File: src/rtl/systolic_drain.sv
// Snapshots a ROWSxCOLS array of PE results and drains it row-major over a
// valid/ready stream, one element per cycle when the sink is always ready.
module systolic_drain #(
  parameter int unsigned M_BW   = 16,
  parameter int unsigned ROWS   = 5,
  parameter int unsigned COLS   = 5,
  parameter int unsigned IDX_BW = 3
) (
  input  logic                       clk,
  input  logic                       rst_n,
  input  logic                       i_start,
  input  logic [M_BW*ROWS*COLS-1:0]  i_mul_result,
  input  logic                       i_ready,
  output logic                       o_valid,
  output logic [M_BW-1:0]            o_data,
  output logic [IDX_BW-1:0]          o_row,
  output logic [IDX_BW-1:0]          o_col,
  output logic                       o_last,
  output logic                       o_busy,
  output logic                       o_done
);

  typedef enum logic [1:0] {
    IDLE   = 2'd0,
    STREAM = 2'd1,
    DONE   = 2'd2
  } state_t;

  localparam logic [IDX_BW-1:0] LAST_ROW = IDX_BW'(ROWS - 1);
  localparam logic [IDX_BW-1:0] LAST_COL = IDX_BW'(COLS - 1);

  state_t                      state, state_next;
  logic [M_BW*ROWS*COLS-1:0]   snap;
  logic [IDX_BW-1:0]           row, col;
  logic                        at_last;
  logic                        xfer;
  logic                        take;

  assign at_last = (row == LAST_ROW) && (col == LAST_COL);
  assign xfer    = (state == STREAM) && i_ready;
  assign take    = (state == IDLE) && i_start;

  always_ff @(posedge clk or negedge rst_n) begin
    if (!rst_n) begin
      state <= IDLE;
    end else begin
      state <= state_next;
    end
  end

  always_comb begin
    state_next = state;
    o_valid    = 1'b0;
    o_last     = 1'b0;
    o_busy     = 1'b0;
    o_done     = 1'b0;
    unique case (state)
      IDLE: begin
        if (i_start) state_next = STREAM;
      end
      STREAM: begin
        o_valid = 1'b1;
        o_last  = at_last;
        o_busy  = 1'b1;
        if (i_ready && at_last) state_next = DONE;
      end
      DONE: begin
        o_busy     = 1'b1;
        o_done     = 1'b1;
        state_next = IDLE;
      end
      default: state_next = IDLE;
    endcase
  end

  always_ff @(posedge clk or negedge rst_n) begin
    if (!rst_n) begin
      snap <= '0;
    end else if (take) begin
      snap <= i_mul_result;
    end
  end

  always_ff @(posedge clk or negedge rst_n) begin
    if (!rst_n) begin
      row <= '0;
      col <= '0;
    end else if (take) begin
      row <= '0;
      col <= '0;
    end else if (xfer && !at_last) begin
      if (col == LAST_COL) begin
        col <= '0;
        row <= row + 1'b1;
      end else begin
        col <= col + 1'b1;
      end
    end
  end

  // Output mux reads only the snapshot and registered indices.
  always_comb begin
    o_data = '0;
    for (int unsigned r = 0; r < ROWS; r++) begin
      for (int unsigned c = 0; c < COLS; c++) begin
        if (row == IDX_BW'(r) && col == IDX_BW'(c)) begin
          o_data = snap[(c*ROWS + r)*M_BW +: M_BW];
        end
      end
    end
  end

  assign o_row = row;
  assign o_col = col;

endmodule

File: config.mk
export PLATFORM = sky130hd
export DESIGN_NAME = systolic_drain
export DESIGN_NICKNAME = d
export VERILOG_FILES = /design/src/rtl/systolic_drain.sv
export SDC_FILE = /design/constraint.sdc
export NUM_CORES = 1
export LEC_CHECK = 0
export ABC_AREA = 0
export CAP_MARGIN = 15
export CORE_MARGIN = 2
export CORE_UTILIZATION = 45
export DETAILED_ROUTE_END_ITERATION = 12
export PLACE_DENSITY = 0.83
export SKIP_CTS_REPAIR_TIMING = 1
export SLEW_MARGIN = 20
export SYNTH_ARGS = -nofsm -noshare
export SYNTH_HDL_FRONTEND = slang
export SYNTH_SLANG_ARGS = --single-unit
export TNS_END_PERCENT = 10
File: constraint.sdc
create_clock -name clk -period 4.1 [get_ports clk]
set_clock_uncertainty 0.1 [all_clocks]
set_input_delay 0.82 -clock clk [delete_from_list [all_inputs] [get_ports clk]]
set_output_delay 0.82 -clock clk [all_outputs]
set_load 0.02 [all_outputs]
# --- Word-level counts from Yosys, hierarchy flattened ---
# Index checks and enable logic that the tools add are counted.
classes:
  n_eq_ne: 12
  reduce_logical: 38
  n_addsub: 2
  n_mux: 38
op_table:
  columns: ["operator", "count"]
  rows:
  - ["$mux 16", 25]
  - ["$logic_and 1x1->1", 29]
  - ["$mux 3", 6]
  - ["$eq 3x2->1 const B", 4]
  - ["$add 3x1->3 const B", 2]
  - ["$eq 3x1->1 const B", 2]
  - ["$eq 3x3->1 const B", 2]
  - ["$logic_not 3->1", 2]
  - ["$mux 1", 4]
  - ["$mux 2", 2]
  - ["$pmux 2 s2", 1]
  - ["$reduce_and 2->1", 2]
  - ["$reduce_bool 2->1", 2]
  - ["$eq 2x1->1 const B", 1]
  - ["$eq 2x2->1 const B", 1]
  - ["$logic_not 2->1", 1]
  - ["$ne 2x1->1 const B", 1]
  - ["$ne 2x2->1 const B", 1]
  - ["$reduce_or 2->1", 1]
  - ["$logic_not 1->1", 1]
word_totals:
  elab_cells: 94
  input_bits: 404
  reg_bits: 408
  output_inout_bits: 26

# --- Longest topological paths before layout ---
logic_depth:
  ltp_word: 27
  depth_mapped: 14
  depth_no_buf: 8

# --- Worst setup path before layout ---
# No wires, ideal clock.
synth_path:
  kind: "flip-flop to output port"
  start: "register col[2] (netlist: o_col[2])"
  end: "output port o_data[1]"
  arrival_ns: 2.716
  path_slack_ns: 0.464
  n_path_buf: 5
  required_ns: 3.180
  path_stages_with_launch: 13
  path_cell_list: "dfrtp_1 buf_6 buf_6 inv_1 ha_1 buf_4 inv_1 clkbuf_1 buf_2 o21ai_0 a31oi_1 a31oi_1 a211oi_1"
synth_via:
  elab_chain_len: 27
  elab_cells_between_ends: 55
  cone_classes: "eq/ne: 4; mux: 25; reduce/logical: 26"
synth_lines:
  columns: ["element", "line", "text"]
  rows:
  - ["from (decl)", "34", "logic [IDX_BW-1:0] row, col;"]
  - ["from (signal assigned)", "96", "col <= col + 1'b1;"]
  - ["$logic_not 3->1", "106", "if (row == IDX_BW'(r) && col == IDX_BW'(c)) begin"]
  - ["$logic_and 1x1->1", "106", null]
  - ["$mux 16 (24 in a row)", "106", null]
  - ["$mux 16 (*)", "106", null]
  - ["to (decl)", "15", "output logic [M_BW-1:0] o_data,"]
# Every way passes the cells marked *; elsewhere a longest branch is shown, timed or not.

# --- Final worst setup path ---
layout_path:
  start: "register col[0] (netlist: o_col[0])"
  end: "output port o_data[5]"
# Same word-level chain as after synthesis.

==> flow_summary.yaml <==
setup_path:
  critPathMaxFanout: 42
  endpoint_kind: "output pin"
  crit_buf_inv: 4
  cpMaxStageDelayCell: "dfrtp_2"
  crit_required_ns: 3.18
  r2r_end: "state[0]"
  cp_top_family: "compound AO/OA/AOI/OAI gates"
  reg2reg_setup_slack_ns: 1.72
  critPathKind: "flip-flop to output pin"
  cp-start-kind: "flip-flop"
  crit_arrival_ns: 3.29
  critPathMaxStageDelay_ns: 0.43
  path_depth: 11
  crit_end: "o_data[5]"
  reg2reg_from: "o_col[0]"
  cp_cell_sequence: "buf_4, ha_4, buf_12, buf_12, nor3b_1, o211ai_1, o2111a_1, o221a_1, a222oi_1, o21ai_2, clkbuf_2"
  crit_path_frequent_cell: "buf_12"
  crit_start: "o_col[0]"
  r2r.worst_path.cells: 11
route:
  drt_iter0_drc: 1920
  drt.antenna.violating_nets: 0
  drc: 0
  wl_mm: 76.9
  vias_per_cell: 6.04
  first_pass_iters: 6
  wl_per_cell_um: 27.0
  num_vias: 17200
yosys:
  ys_warn_count: 0
  ys_seq_area_frac: 0.506
  ys_ff_latch: 408
  synth_area_per_cell_sq_um: 11.8
  synth.net_count: 2122
  synth-edff-count: 0
  synth.distinct_cells: 96
  synthesis.area_sq_um: 20200
  synthArstFlopShare: 1.00
  netlist_instances: 1704
  synth_ff_type: "dfrtp_1"
clocking:
  clock-sinks: 408
  cts_root_buf: "clkbuf_16"
  clk_latency_ns: 0.58
  clk_path_buf_depth: 3
  cts_buffers: 45
  clkTransAtPathRegs_ns: 0.06
  cts_tree: "built"
  htree_levels: 2
floorplan:
  fp.dieW_um: 216
  rows: 77
  core_sq_um: 44200
  die_y_um: 216
  start_util: 0.456
  pin_count: 430
  dieArea_sq_um: 46500
final_layout:
  register_area_sq_um: 10200
  fillers: 3350
  design_area_sq_um: 28100
  final_nets: 2634
  multi_input_area_sq_um: 9710
  layout.cells.non_filler: 2845
  area_growth_pct: 39.3
  drive_gt1_frac: 0.331
  layout_commonest_cell: "clkdlybuf4s50_1"
  layout_common_cells: "411 x clkdlybuf4s50_1, 404 x dfrtp_1, 388 x mux2_2"
sta:
  hold_ws_ns: 0.177
  fin_crit_sh: 1.03
  slew_violations: 0
  clock.fmax_mhz: 237
  max-slew-margin-rel: 0.498
  rsz0062_at_grt: "true"
  setup_tns_ns: -0.561
  worst_pin_slew_ns: 0.753
  timing.final.ws_setup_ns: -0.111
  period_minus_slack_ns: 4.21
  hold_violations: 0
  setup_viol: 12
min_path:
  hold_path_class: "input pin to async pin"
global_routing:
  grt_pass1_vias: 17500
  antenna_found_initial: 6
  gr-total-overflow: 0
  grt_max_degree: 116
  grt_usage: 0.320
  grt_pass1_wl_mm: 111
power_and_ir_drop:
  power.total_mw: 18.7
  p_per_area_nw_per_um2: 664
  ir_worst_vdd_mv: 0.383
  leakage_nw: 11.3
place:
  port_buffers: 429
  place.gp.congestion: 0.971
  post_dp_cell_area_sq_um: 25900
  place.detailed.hpwl_mm: 58.4
  dp.cells: 2742
status:
  failed_checks: "negative setup slack"
  status: "complete, but fails checks"
job:
  drv_cap: 0
worst min-delay path by stage:
stage / to / depth (start not counted) / slack (ns)
after global routing: snap[26] / 1 / 0.21
after floorplan: snap[328] / 1 / 0.37
after global placement: snap[163] / 1 / 0.39
after detailed placement: snap[172] / 1 / 0.39
final: snap[341] / 1 / 0.18
after CTS: snap[17] / 1 / 0.18
synthesized netlist by cell type (20+ instances only):
master | n | area, sq um
o21ai_0 | 77 | 385
nand2b_1 | 22 | 138
o22ai_1 | 30 | 188
a221oi_1 | 20 | 175
buf_2 | 41 | 205
clkbuf_1 | 71 | 267
nor2_1 | 72 | 270
nor2b_1 | 26 | 163
dfrtp_1 | 408 | 10200
mux2_2 | 388 | 4370
nand2_1 | 78 | 293
inv_1 | 23 | 86.3
a211oi_1 | 22 | 165
a21oi_1 | 87 | 435
where the power goes:
part	internal [mW]	switching, mW
Combinational	3.56	3.21
Clock	2.55	1.68
Sequential	6.07	1.58
state kept, by name (all words and copies together), names as in the netlist:
register and flops:
snap 400, o_col 3, o_row 3, state 2
area by class of cell:
type                    count  area share
clock buffers              60      0.0464
flip-flops and latches    408       0.364
diodes                      5    0.000445
inverters                  25     0.00347
well taps                 592      0.0264
clock inverters            19     0.00846
multi-input cells        1142       0.346
repair buffers            594       0.206
per-layer routing:
layer  GRT usage  wire length [um]  vias up
li1            -                 -     7389
met1       0.450             32200     8684
met2       0.493             34900      948
met3      0.0513              6490      162
met4       0.134              3290        2
met5           0                15        -
stage by stage:
step	utilization	setup slack [ns]
6_report	0.635	-0.111
3_5_place_dp	0.586	-0.350
2_1_floorplan	-	0.464
3_3_place_gp	0.586	-0.246
5_1_grt	0.635	-0.223
4_1_cts	0.621	-0.972
cells by family after synthesis:
family,Yosys count,share of synthesized area
multiplexers,389,0.217
buffers and inverters,155,0.0353
AO/OA/AOI/OAI,404,0.139
adder cells (fa/ha/maj),14,0.00868
XOR/XNOR,1,0.000434
flip-flops,408,0.506
AND/OR/NAND/NOR,333,0.0932
(Power assumes the default switching activity.)
